## config.mk

```make
export PLATFORM = sky130hd
export DESIGN_NAME = instruction_fetch_unit_flat
export DESIGN_NICKNAME = d
export VERILOG_FILES = /design/src/rtl/instruction_fetch_unit_if.sv /design/src/rtl/instruction_fetch_unit.sv /design/src/flat_wrapper.sv
export SDC_FILE = /design/constraint.sdc
export NUM_CORES = 1
export LEC_CHECK = 0
export CAP_MARGIN = 10
export CORE_MARGIN = 2
export CORE_UTILIZATION = 39
export DETAILED_ROUTE_END_ITERATION = 16
export GPL_ROUTABILITY_DRIVEN = 0
export PLACE_DENSITY_LB_ADDON = 0.2
export SYNTH_ARGS = -nofsm -noshare
export SYNTH_HDL_FRONTEND = slang
export SYNTH_SLANG_ARGS = --single-unit
```

## constraint.sdc

```tcl
create_clock -name clk -period 2.4 [get_ports clk]
set_input_delay 0.72 -clock clk [delete_from_list [all_inputs] [get_ports clk]]
set_output_delay 0.72 -clock clk [all_outputs]
set_load 0.05 [all_outputs]
```

## src/rtl/instruction_fetch_unit_if.sv

```systemverilog
// Fetch-side bus: hazard/branch controls in, instruction-memory port, IF/ID register out.
// With FETCH_PERF_CNT_EN defined the bus also carries the fetch/bubble counters.
interface instruction_fetch_unit_if;
    logic        stall;
    logic        branch_taken;
    logic [31:0] branch_target;
    logic        jump;
    logic [31:0] jump_target;
    logic [31:0] imem_addr;
    logic [31:0] imem_data;
    logic [31:0] if_id_instr;
    logic [31:0] if_id_pc4;
    logic        if_id_valid;
    logic [31:0] pc_q;
    logic        fetch_fault;
`ifdef FETCH_PERF_CNT_EN
    logic [31:0] perf_fetched;
    logic [31:0] perf_bubbles;
`endif

    modport master (
        input  stall, branch_taken, branch_target, jump, jump_target, imem_data,
        output imem_addr, if_id_instr, if_id_pc4, if_id_valid, pc_q, fetch_fault
`ifdef FETCH_PERF_CNT_EN
        , output perf_fetched, perf_bubbles
`endif
    );

    modport slave (
        output stall, branch_taken, branch_target, jump, jump_target, imem_data,
        input  imem_addr, if_id_instr, if_id_pc4, if_id_valid, pc_q, fetch_fault
`ifdef FETCH_PERF_CNT_EN
        , input perf_fetched, perf_bubbles
`endif
    );
endinterface

```

## src/rtl/instruction_fetch_unit.sv

```systemverilog
// Instruction fetch: owns the PC, addresses the combinational imem, loads IF/ID.
// Optional FETCH_PERF_CNT_EN adds saturating fetched/bubble counters.
//
// state      | meaning
// RUN        | pc_q in range; fetching sequentially (or stalled)
// HOLD_FAULT | pc_q out of range; PC held, IF/ID fed bubbles until a redirect
module instruction_fetch_unit #(
    parameter logic [31:0] RESET_PC   = 32'd100,
    parameter int          IMEM_BYTES = 16384,
    parameter logic [31:0] NOP_WORD   = 32'h0000_0000
) (
    input  logic                      clk,
    input  logic                      rst_n,
    instruction_fetch_unit_if.master  bus
);
    localparam logic [31:0] PC_LIMIT = 32'(IMEM_BYTES - 4);

    typedef enum logic [0:0] {RUN, HOLD_FAULT} state_t;

    localparam state_t RESET_STATE = (RESET_PC <= PC_LIMIT) ? RUN : HOLD_FAULT;

    state_t      state_q, state_d;
    logic [31:0] pc_q, pc_d;
    logic [31:0] instr_q, instr_d;
    logic [31:0] pc4_q, pc4_d;
    logic        valid_q, valid_d;
    logic        fault_q, fault_d;
    logic        fetched;
    logic        bubble;
    logic        redirect;
    logic [31:0] target;
    logic [31:0] target_aligned;
    logic [31:0] pc_plus4;

    assign redirect       = bus.jump | bus.branch_taken;
    assign target         = bus.jump ? bus.jump_target : bus.branch_target;
    assign target_aligned = {target[31:2], 2'b00};
    assign pc_plus4       = pc_q + 32'd4;

    always_ff @(posedge clk or negedge rst_n) begin
        if (!rst_n) begin
            state_q <= RESET_STATE;
            pc_q    <= RESET_PC;
            instr_q <= NOP_WORD;
            pc4_q   <= 32'd0;
            valid_q <= 1'b0;
            fault_q <= 1'b0;
        end else begin
            state_q <= state_d;
            pc_q    <= pc_d;
            instr_q <= instr_d;
            pc4_q   <= pc4_d;
            valid_q <= valid_d;
            fault_q <= fault_d;
        end
    end

    // Redirect beats stall; stall beats the out-of-range bubble.
    always_comb begin
        state_d = state_q;
        pc_d    = pc_q;
        instr_d = instr_q;
        pc4_d   = pc4_q;
        valid_d = valid_q;
        fault_d = fault_q;
        fetched = 1'b0;
        bubble  = 1'b0;
        if (redirect) begin
            pc_d    = target_aligned;
            bubble  = 1'b1;
            state_d = (target_aligned <= PC_LIMIT) ? RUN : HOLD_FAULT;
            if (target[1:0] != 2'b00) fault_d = 1'b1;
        end else if (!bus.stall) begin
            case (state_q)
                RUN: begin
                    pc_d    = pc_plus4;
                    instr_d = bus.imem_data;
                    pc4_d   = pc_plus4;
                    valid_d = 1'b1;
                    fetched = 1'b1;
                    state_d = (pc_plus4 <= PC_LIMIT) ? RUN : HOLD_FAULT;
                end
                HOLD_FAULT: begin
                    bubble  = 1'b1;
                    fault_d = 1'b1;
                end
                default: state_d = RUN;
            endcase
        end
        if (bubble) begin
            instr_d = NOP_WORD;
            pc4_d   = 32'd0;
            valid_d = 1'b0;
        end
    end

    assign bus.imem_addr   = pc_q;
    assign bus.pc_q        = pc_q;
    assign bus.if_id_instr = instr_q;
    assign bus.if_id_pc4   = pc4_q;
    assign bus.if_id_valid = valid_q;
    assign bus.fetch_fault = fault_q;

`ifdef FETCH_PERF_CNT_EN
    logic [31:0] perf_fetched_q;
    logic [31:0] perf_bubbles_q;

    always_ff @(posedge clk or negedge rst_n) begin
        if (!rst_n) begin
            perf_fetched_q <= 32'd0;
            perf_bubbles_q <= 32'd0;
        end else begin
            if (fetched && perf_fetched_q != 32'hFFFF_FFFF) perf_fetched_q <= perf_fetched_q + 32'd1;
            if (bubble && perf_bubbles_q != 32'hFFFF_FFFF)  perf_bubbles_q <= perf_bubbles_q + 32'd1;
        end
    end

    assign bus.perf_fetched = perf_fetched_q;
    assign bus.perf_bubbles = perf_bubbles_q;
`endif
endmodule

```

## src/flat_wrapper.sv

```systemverilog
// flat-port wrapper written by rule: the top's interface ports become plain ports
module instruction_fetch_unit_flat 
#(
    parameter logic [31:0] RESET_PC   = 32'd100,
    parameter int          IMEM_BYTES = 16384,
    parameter logic [31:0] NOP_WORD   = 32'h0000_0000
)
  (clk, rst_n, bus_stall, bus_branch_taken, bus_branch_target, bus_jump, bus_jump_target, bus_imem_data, bus_imem_addr, bus_if_id_instr, bus_if_id_pc4, bus_if_id_valid, bus_pc_q, bus_fetch_fault);
  instruction_fetch_unit_if bus_i ();
  input  logic clk;
  input  logic rst_n;
  input wire logic [$bits(bus_i.stall)-1:0] bus_stall;
  input wire logic [$bits(bus_i.branch_taken)-1:0] bus_branch_taken;
  input wire logic [$bits(bus_i.branch_target)-1:0] bus_branch_target;
  input wire logic [$bits(bus_i.jump)-1:0] bus_jump;
  input wire logic [$bits(bus_i.jump_target)-1:0] bus_jump_target;
  input wire logic [$bits(bus_i.imem_data)-1:0] bus_imem_data;
  output wire logic [$bits(bus_i.imem_addr)-1:0] bus_imem_addr;
  output wire logic [$bits(bus_i.if_id_instr)-1:0] bus_if_id_instr;
  output wire logic [$bits(bus_i.if_id_pc4)-1:0] bus_if_id_pc4;
  output wire logic [$bits(bus_i.if_id_valid)-1:0] bus_if_id_valid;
  output wire logic [$bits(bus_i.pc_q)-1:0] bus_pc_q;
  output wire logic [$bits(bus_i.fetch_fault)-1:0] bus_fetch_fault;
  assign bus_i.stall = bus_stall;
  assign bus_i.branch_taken = bus_branch_taken;
  assign bus_i.branch_target = bus_branch_target;
  assign bus_i.jump = bus_jump;
  assign bus_i.jump_target = bus_jump_target;
  assign bus_i.imem_data = bus_imem_data;
  assign bus_imem_addr = bus_i.imem_addr;
  assign bus_if_id_instr = bus_i.if_id_instr;
  assign bus_if_id_pc4 = bus_i.if_id_pc4;
  assign bus_if_id_valid = bus_i.if_id_valid;
  assign bus_pc_q = bus_i.pc_q;
  assign bus_fetch_fault = bus_i.fetch_fault;
  instruction_fetch_unit #(.RESET_PC(RESET_PC), .IMEM_BYTES(IMEM_BYTES), .NOP_WORD(NOP_WORD)) u_core (.clk(clk), .rst_n(rst_n), .bus(bus_i));
endmodule
```

==> results.cfg <==
[cells_and_area]
num_antenna_cells = 0
seq_area_mm2 = 0.002410
nets = 895
multi_input_area_mm2 = 0.002532
area_growth_pct = 55.77
drive_above_1_share_pct = 20.45
fillers = 1149

[critical_path]
worst_path_max_delay_cell = dfstp_4
regToRegStartpoint = u_core.bus.imem_addr[5]$_DFFE_PN1P_
reg2reg_to = u_core.state_q$_DFFE_PN0P_
ff2ff_setup_slack_ns = -0.05
reg2reg_depth = 9
max_stage_delay_ns = 0.63
cp-end-kind = flip-flop
setup.worst_path.start_class = flip-flop
path_cells = nand4_4 > or4_4 > buf_4 > nor4_4 > buf_4 > nor4_1 > a21oi_1 > a21oi_1 > a31oi_1
crit_type = flip-flop to flip-flop
cp.arrival_ns = 2.71
worst-path-max-fanout = 5
required_ns = 2.67

[run_status]
status = finished, violations left
violations = setup timing

[pwr]
power_density_mw_per_mm2 = 532.9
power_frac_seq_pct = 39.9
cell_internal_pwr_mw = 2.864
pwr-share-comb_pct = 28.4
switching_share_pct = 34.55
clkPwrFrac_pct = 31.7
p_leak_nw = 3.545
p_sw_mw = 1.512
ir_worst_vdd_mv = 0.3742

[logic_synthesis]
async_flop_share_pct = 100.0
avgSynthCellArea_um2 = 9.415
syn_area_mm2 = 0.005273
synth_seq_area_share_pct = 45.16
yosys.area.top_type = dfrtp_1
netlist_instances = 560
ys_types = 54
synth_most_common_cell = dfrtp_1
synth_edf_count = 0
yosys-top-cells-count = 92 x dfrtp_1, 60 x nand2_1, 44 x nor2_1
synth_flop_cell = dfrtp_1
synth_top_area_share_pct = 43.66
yosys_warnings = 0
ys_seq_elements = 95
synth_area_leaders = dfrtp_1 44%, a22o_1 6.6%, buf_4 5.1%

[cts]
tritoncts = yes
clkSlewWorstSetupHoldPaths_ns = 0.07
cts_sinks = 95
insertion_delay_ns = 0.35
cts_hold_buf = 0
cts_buffer_depth = 2
numCtsBuffers = 9
root_buffer = clkbuf_16
cts_max_level = 3

[routing]
vias_per_cell = 5.409
drtIter0Drc = 395
drt-total-wl_um = 17470
firstDrtPassIters = 5
routedWlPerCell_um = 17.95
num_vias = 5263
drcViolationCount = 0
drtAntennaViolNets = 0

[timing]
slew_headroom_pct = 63.90
fmax_mhz = 408.8
setup_viol = 1
whs_ns = 0.3372
rsz0062_at_grt = true
finalHoldViolCount = 0
finClkSkew_ns = 0.005287
slew_viol_final = 0
worst_pin_slew_ns = 0.5398
period_needed_ns = 2.446
postLayoutSetupSlackWorst_ns = -0.04629
setup_tns_ns = -0.04629
finalCritPeriodShare_pct = 101.9

[grt]
grt_max_degree = 41
grt_overflow_total = 0
grt.total_usage_pct = 23.63
antenna_found_initial = 0
grt_pass1_wl_um = 26610
grt_pass1_vias = 5045

[hold_path]
hold_class = input pin to async pin

[die]
rows = 42
initial_core_util_pct = 39.81
coreArea_mm2 = 0.01324
die_h_um = 120.3
dieArea_mm2 = 0.01446
ios = 231
die_w_um = 120.3

[place]
io_buffers = 224
preCtsSetupSlack_ns = -0.1380
place_hpwl_um = 13520

[run]
cap_violations = 0
power by group through the flow:
stage / logic [mW] / registers (mW) / clock network (mW)
floorplan: 0.574 / 1.95 / 0
global placement: 1.24 / 1.77 / 0
detailed placement: 1.25 / 1.77 / 0
CTS: 1.24 / 1.74 / 1.44
global route: 1.31 / 1.75 / 1.49
finish: 1.24 / 1.75 / 1.39
final cells by class:
type	instances	share of cell area, %
clock buffers	9	2.742
flip-flops and latches	95	29.34
inverters	7	0.3199
clock inverters	7	0.7770
well taps	176	2.681
multi-input cells	383	30.83
repair buffers	296	33.30
flip-flops by register name, indices dropped and copies added (netlist names):
signal	cells
u_core.bus.if_id_pc4	30
u_core.bus.fetch_fault	1
u_core.state_q	1
u_core.bus.if_id_instr	32
u_core.bus.if_id_valid	1
u_core.bus.imem_addr	30
layout by cell type, fill, tap and decap left out, types with 18 or more instances in the layout:
cell,count
buf_4,97
o21ai_0,28
nand3_1,19
a21oi_1,26
a22o_1,40
xnor2_1,23
dfrtp_1,78
dlygate4sd2_1,18
nand2_1,60
clkdlybuf4s50_1,172
nor2_1,39
critical path, delay by kind of cell, from the launching register on:
family,cells,cell delay [ns]
buffers and inverters,2,0.36
flip-flops,1,0.63
AO/OA/AOI/OAI,3,0.43
AND/OR/NAND/NOR,4,0.94
through the flow:
step | instances | util (%) | area (um2) | power [mW]
floorplan | 565 | - | 5340 | 2.528
global placement | 955 | 59.20 | 7840 | 3.015
detailed placement | 955 | 59.20 | 7840 | 3.027
CTS | 971 | 61.29 | 8117 | 4.414
global route | 973 | 62.02 | 8213 | 4.551
finish | 973 | 62.02 | 8213 | 4.376
worst max-delay path by stage:
stage          slack [ns]                            startpoint                                endpoint
2_1_floorplan       -0.14   u_core.bus.imem_addr[5]$_DFFE_PN1P_              u_core.state_q$_DFFE_PN0P_
3_3_place_gp        -0.07                      bus_branch_taken  u_core.bus.if_id_instr[15]$_DFFE_PN0P_
3_5_place_dp        -0.14                      bus_branch_taken   u_core.bus.if_id_instr[2]$_DFFE_PN0P_
4_1_cts             0.002  u_core.bus.imem_addr[25]$_DFFE_PN0P_                       bus_imem_addr[25]
5_1_grt             -0.07   u_core.bus.imem_addr[5]$_DFFE_PN1P_              u_core.state_q$_DFFE_PN0P_
6_report            -0.05   u_core.bus.imem_addr[5]$_DFFE_PN1P_              u_core.state_q$_DFFE_PN0P_
what timing repair did:
item | 4_1_cts | 5_1_grt
pin swaps | 0 | 1
endpoints found under the setup margin | 20 | 13
buffers inserted | 0 | 2
resized for setup | 20 | 17
logic make-up after synthesis:
kind of cell / share of synthesized area [%]
other: 0.07112
DFF: 45.16
xor gates and xnor gates: 6.977
buffers and inverters: 9.018
muxes: 3.061
adders and majority gates: 0.4745
and+or+nand+nor: 16.92
AOI/OAI and AO/OA: 18.32
routing by layer:
| metal | track usage [%] | wire length [um] |
|---|---|---|
| met4 | 9.230 | 470 |
| met5 | 0 | 0 |
| met3 | 4.858 | 1537 |
| met2 | 39.03 | 8227 |
| met1 | 30.49 | 7232 |
Power figures use the tool's default switching activity.
